## config.mk

```make
export PLATFORM = sky130hd
export DESIGN_NAME = and_share_arbiter
export DESIGN_NICKNAME = d
export VERILOG_FILES = /design/src/rtl/and_share_arbiter.sv
export SDC_FILE = /design/constraint.sdc
export NUM_CORES = 1
export LEC_CHECK = 0
export CAP_MARGIN = 20
export CORE_ASPECT_RATIO = 1.1
export CORE_MARGIN = 2
export CORE_UTILIZATION = 32
export DETAILED_ROUTE_END_ITERATION = 8
export GPL_ROUTABILITY_DRIVEN = 0
export GPL_TIMING_DRIVEN = 0
export PLACE_DENSITY_LB_ADDON = 0.08
export SLEW_MARGIN = 20
export SYNTH_ARGS = -nofsm -noshare
export SYNTH_HDL_FRONTEND = slang
export SYNTH_SLANG_ARGS = --single-unit
```

## constraint.sdc

```tcl
create_clock -name clk -period 3.4 [get_ports clk]
set_clock_uncertainty 0.1 [all_clocks]
set_input_delay 0.51 -clock clk [delete_from_list [all_inputs] [get_ports clk]]
set_output_delay 0.51 -clock clk [all_outputs]
set_load 0.05 [all_outputs]
```

## src/rtl/and_share_arbiter.sv

```systemverilog
// Round-robin arbiter time-sharing one W-bit AND unit among NUM_REQ requesters.
// One registered response slot; the winner's ID travels with each result.
module and_share_arbiter #(
  parameter int NUM_REQ = 4,
  parameter int W       = 8,
  localparam int ID_W   = (NUM_REQ > 1) ? $clog2(NUM_REQ) : 1
) (
  input  logic                 clk,
  input  logic                 rst,
  input  logic [NUM_REQ-1:0]   req_valid,
  input  logic [NUM_REQ*W-1:0] req_a,
  input  logic [NUM_REQ*W-1:0] req_b,
  output logic [NUM_REQ-1:0]   req_ready,
  output logic                 rsp_valid,
  output logic [W-1:0]         rsp_data,
  output logic [ID_W-1:0]      rsp_id,
  input  logic                 rsp_ready,
  output logic                 dbg_state
);

  // Handshakes: a request transfers at posedge when req_valid[i] & req_ready[i];
  // the response transfers at posedge when rsp_valid & rsp_ready.
  typedef enum logic {EMPTY = 1'b0, FULL = 1'b1} state_t;

  state_t          state_q, state_d;
  logic [W-1:0]    rsp_data_q, rsp_data_d;
  logic [ID_W-1:0] rsp_id_q, rsp_id_d;
  logic [ID_W-1:0] ptr_q, ptr_d;

  logic            can_issue;
  logic            grant_found;
  logic [ID_W-1:0] grant_idx;
  logic [ID_W-1:0] scan_idx;
  logic [W-1:0]    op_a, op_b;
  logic            xfer;
  int              scan_sum;
  int              next_ptr;

  assign can_issue = (state_q == EMPTY) | rsp_ready;

  // Rotating priority scan starting at ptr_q.
  always_comb begin
    grant_found = 1'b0;
    grant_idx   = '0;
    scan_idx    = '0;
    scan_sum    = 0;
    for (int k = 0; k < NUM_REQ; k++) begin
      scan_sum = int'(ptr_q) + k;
      if (scan_sum >= NUM_REQ) scan_sum = scan_sum - NUM_REQ;
      scan_idx = ID_W'(scan_sum);
      if (!grant_found && req_valid[scan_idx]) begin
        grant_found = 1'b1;
        grant_idx   = scan_idx;
      end
    end
  end

  assign xfer = grant_found & can_issue & ~rst;

  always_comb begin
    req_ready = '0;
    op_a      = '0;
    op_b      = '0;
    for (int i = 0; i < NUM_REQ; i++) begin
      if (grant_idx == ID_W'(i)) begin
        req_ready[i] = xfer;
        op_a         = req_a[i*W +: W];
        op_b         = req_b[i*W +: W];
      end
    end
  end

  always_comb begin
    state_d    = state_q;
    rsp_data_d = rsp_data_q;
    rsp_id_d   = rsp_id_q;
    ptr_d      = ptr_q;
    next_ptr   = int'(grant_idx) + 1;
    if (next_ptr >= NUM_REQ) next_ptr = 0;
    if (xfer) begin
      state_d    = FULL;
      rsp_data_d = op_a & op_b;
      rsp_id_d   = grant_idx;
      ptr_d      = ID_W'(next_ptr);
    end else if (state_q == FULL && rsp_ready) begin
      state_d = EMPTY;
    end
  end

  always_ff @(posedge clk) begin
    if (rst) begin
      state_q    <= EMPTY;
      rsp_data_q <= '0;
      rsp_id_q   <= '0;
      ptr_q      <= '0;
    end else begin
      state_q    <= state_d;
      rsp_data_q <= rsp_data_d;
      rsp_id_q   <= rsp_id_d;
      ptr_q      <= ptr_d;
    end
  end

  assign rsp_valid = (state_q == FULL);
  assign rsp_data  = rsp_data_q;
  assign rsp_id    = rsp_id_q;
  assign dbg_state = state_q;

endmodule
```

==> impl_summary.log <==
[metrics] clock latency on the worst-skew pair: 0.27 ns
[metrics] clock group share of total power: 0.155
[metrics] dominant combinational cell family by area after synthesis: simple AND/OR/NAND/NOR gates
[metrics] VDD IR max: 0.208 mV
[metrics] Relative slew margins: 0.545
[metrics] static leakage power: 0.768 nW
[metrics] ys flop type: sky130_fd_sc_hd__dfxtp_1
[metrics] fin. max-slew vios: 0
[metrics] total routing resource utilization after global routing: 0.189
[metrics] number of standard cells in the layout, taps in and fillers out: 263
[metrics] final setup fails: 0
[metrics] buffers from clock root to sink, at most: 2
[metrics] power per unit of standard cell area: 311 nW/µm²
[metrics] sequential area share after synthesis: 0.253
[metrics] number of placed cells counting well taps: 259
[metrics] arrival time at the worst endpoint: 2.67 ns
[metrics] die outline area: 3680 µm²
[metrics] final-report hold violation count: 0
[metrics] synthesized cell area: 1030 µm²
[metrics] number of flops mapped to enable cells by yosys: 0
[metrics] Synth async-reset ratio: 0
[metrics] # port buffers: 86
[metrics] met1 usage: 0.205
[metrics] number of H-tree levels: 1
[metrics] Total Power: 0.000615 W
[metrics] via count normalized by instance count: 5.16
[metrics] cell with the most instances after synthesis: sky130_fd_sc_hd__nand2_1
[metrics] initial antenna violation count: 0
[metrics] portion of total power attributed to sequential cells: 0.301
[metrics] synthesis-to-layout area growth: 92.4%
[metrics] Synth Area per Inst: 7.39 µm²
[metrics] reg2reg start: ptr_q[1]$_SDFFE_PP0N_
[metrics] class of the most critical hold timing path: flip-flop to flip-flop
[metrics] global route total overflow: 0
[metrics] worst setup path class: input pin to output port
[metrics] share of layout cells above drive strength 1: 0.135
[metrics] cells traversed along the worst timing path: clkdlybuf4s50_1 -> nand2b_1 -> a21oi_1 -> nor4_4 -> inv_1 -> ha_1 -> clkbuf_2 -> and3_1 -> clkbuf_4
[metrics] TritonCTS clock tree: built
[metrics] P_int: 0.000373 W
[metrics] cell accounting for the most synthesized area: sky130_fd_sc_hd__dfxtp_1
[metrics] maximum net fanout on the critical path: 10
[metrics] met3 track utilization from global routing: 0.0431
[metrics] iteration-0 DRC count of the detailed router: 13
[metrics] actual slew at the worst max-slew pin: 0.677 ns
[metrics] power spent charging and discharging nets: 0.000242 W
[metrics] cell count of the worst reg-to-reg path: 10
[metrics] R2R Setup Slk: 0.72 ns
[metrics] Clock transition at path regs: 0.08 ns
[metrics] busiest metal layer after global routing: met2
[metrics] grt met2 use: 0.342
[metrics] Crit-path slowest cell: sky130_fd_sc_hd__clkdlybuf4s50_1
[metrics] First-pass DRT Iterations: 4
[metrics] Adder-Cell Fraction of Synth Area: 0.0487
[metrics] element type at the critical path end: output port
[metrics] Slowest Stage Delay on Critical Path: 0.60 ns
[metrics] compound-cell area share of the yosys netlist: 0.257
[metrics] Clock Sink Count: 13
[metrics] Sw Share: 0.394
[metrics] number of standard-cell rows in the floorplan: 21
[metrics] number of buffers added by the clock tree synthesis step: 3
[metrics] mux cell area share after synthesis: 0.00974
[metrics] total DRC errors in the routed layout: 0
[metrics] placeable core area: 3050 µm²
[metrics] Post-CTS Hold Buffers: 0
[metrics] simple-gate portion of the synthesized area: 0.364
[metrics] xor-xnor portion of the synthesized cell area: 0
[metrics] Root Buffer: sky130_fd_sc_hd__clkbuf_4
[metrics] Synth top cells by count: sky130_fd_sc_hd__nand2_1 (24), sky130_fd_sc_hd__nand3_1 (18), sky130_fd_sc_hd__dfxtp_1 (13)
[metrics] die width: 58.0 µm
[metrics] Synth cell types: 33
[metrics] Hold EP: rsp_id[1]$_SDFFE_PP0N_
[metrics] Total Nets Final: 305
[metrics] number of diodes: 0
[metrics] achievable frequency: 0.304 GHz
[metrics] number of synthesized register bits: 13
[metrics] initial core utilization: 0.337
[metrics] share of the clock period used by the worst path after layout: 0.966
[metrics] worst hold margin: 0.379 ns
[metrics] pin count of the biggest net entering global routing: 11
[metrics] part of the total power dissipated in combinational logic: 0.544
[metrics] Die Span Y: 63.4 µm
[metrics] top area cells in the synthesized netlist: sky130_fd_sc_hd__dfxtp_1 (25%), sky130_fd_sc_hd__nand3_1 (8.8%), sky130_fd_sc_hd__nand2_1 (8.8%)
[metrics] global-route wire length before repair: 5.46 mm
[metrics] Antenna Violating Nets Remaining: 0
[metrics] Max-Cap Viols: 0
[metrics] nature of the critical path startpoint: input pin
[metrics] via count of the first global-routing pass: 1327
[metrics] Post-Synthesis Cells: 139
[metrics] Vias: 1356
[metrics] Ports: 87
[metrics] Synth top area share: 0.253
[metrics] net count after synthesis: 214
[metrics] endpoint of the worst register-to-register path: rsp_data[0]$_SDFFE_PP0N_
[metrics] Critical Path RT: 2.79 ns
[metrics] HP Start: rsp_id[1]$_SDFFE_PP0N_
[metrics] number of warnings printed during yosys synthesis: 0
[metrics] minimum clock period: 3.28 ns
[metrics] wire length per cell: 13.2 µm
[metrics] status: complete, no violations
[metrics] number of cells on the worst hold path: 2
[metrics] HPWL reported at the end of detailed placement: 2.92 mm
[metrics] Routed Wire Length: 3.46 mm
[routing by layer]
| metal | share of wire | routed length, µm |
|---|---|---|
| met1 | 0.38 | 1330 |
| met2 | 0.52 | 1810 |
| met3 | 0.082 | 283 |
| met4 | 0.012 | 42 |
| met5 | 0 | 0 |
[registers in the layout, summed over array words and instances, names as in the netlist]
register,cells
rsp_id,2
ptr_q,2
dbg_state,1
rsp_data,8
[critical path: cells and delay by family]
kind,cells,cell delay [ns]
buffers and inverters,4,1.11
and+or+nand+nor,3,0.69
adders and majority gates,1,0.23
AOI/OAI and AO/OA,1,0.12
[through the flow]
| stage | util | worst slack [ns] | TNS (ns) | area [µm²] |
|---|---|---|---|---|
| final | 0.649 | 0.115 | 0 | 1980 |
| after CTS | 0.645 | -0.0494 | -0.0494 | 1970 |
| after floorplan | - | 0.609 | 0 | 1030 |
| after detailed placement | 0.633 | -0.690 | -1.88 | 1930 |
| after global routing | 0.649 | -0.0228 | -0.0228 | 1980 |
| after global placement | 0.633 | -0.654 | -1.57 | 1930 |
[logic make-up (layout without fill, tap and decap cells)]
group,Yosys count,count (layout)
AND/OR/NAND/NOR,74,74
adder cells (fa/ha/maj),4,4
buffers and inverters,12,102
AO/OA/AOI/OAI,35,35
multiplexers,1,1
flip-flops,13,13
[cell usage in the layout (no fill, tap or decap), types with 2 or more instances in the layout]
cell,Yosys,layout
sky130_fd_sc_hd__inv_1,4,4
sky130_fd_sc_hd__nand2b_1,4,4
sky130_fd_sc_hd__dfxtp_1,13,13
sky130_fd_sc_hd__clkbuf_2,1,3
sky130_fd_sc_hd__buf_2,2,2
sky130_fd_sc_hd__nand2_1,24,24
sky130_fd_sc_hd__ha_1,4,4
sky130_fd_sc_hd__nor3_1,10,10
sky130_fd_sc_hd__a21oi_1,6,6
sky130_fd_sc_hd__o221ai_1,7,7
sky130_fd_sc_hd__a21oi_2,7,7
sky130_fd_sc_hd__clkbuf_1,3,3
sky130_fd_sc_hd__nand3_1,18,18
sky130_fd_sc_hd__o21ai_2,6,6
sky130_fd_sc_hd__buf_4,1,2
sky130_fd_sc_hd__clkbuf_4,0,4
sky130_fd_sc_hd__o21ai_0,2,2
sky130_fd_sc_hd__nor2_1,6,6
sky130_fd_sc_hd__nor4_4,0,2
sky130_fd_sc_hd__and3_1,4,4
sky130_fd_sc_hd__o21ai_1,2,2
sky130_fd_sc_hd__clkdlybuf4s50_1,0,82
[worst max-delay path by stage]
stage / start / to / slack, ns / depth (start not counted)
finish: req_valid[3] / req_ready[2] / 0.12 / 9
global placement: req_valid[0] / req_ready[2] / -0.65 / 9
CTS: req_valid[0] / req_ready[2] / -0.05 / 9
global route: req_valid[3] / req_ready[2] / -0.02 / 9
floorplan: req_valid[0] / req_ready[2] / 0.61 / 7
detailed placement: req_valid[0] / req_ready[2] / -0.69 / 9
[repair_timing]
| item | 4_1_cts | 5_1_grt |
|---|---|---|
| setup endpoints to repair | 4 | 4 |
| buffers inserted | 0 | 0 |
| gates resized for setup | 11 | 10 |
| hold endpoints to repair | 0 | 0 |
[power groups by stage]
stage / clock [W] / combinational [W] / sequential (W)
6_report: 0.0000952 / 0.000335 / 0.000185
5_1_grt: 0.000107 / 0.000362 / 0.000188
4_1_cts: 0.0000978 / 0.000332 / 0.000185
3_5_place_dp: 0 / 0.000330 / 0.000189
3_3_place_gp: 0 / 0.000326 / 0.000187
2_1_floorplan: 0 / 0.000135 / 0.000234
[final cells by class]
type / count / area, µm²
Buffer: 8 / 57.6
Clock buffer: 4 / 26.3
Fill cell: 270 / 1070
Inverter: 4 / 15.0
Multi-Input combinational cell: 114 / 728
Sequential cell: 13 / 260
Tap cell: 34 / 42.5
Timing Repair Buffer: 86 / 847
Note: power is estimated with default switching activity, not from simulation.
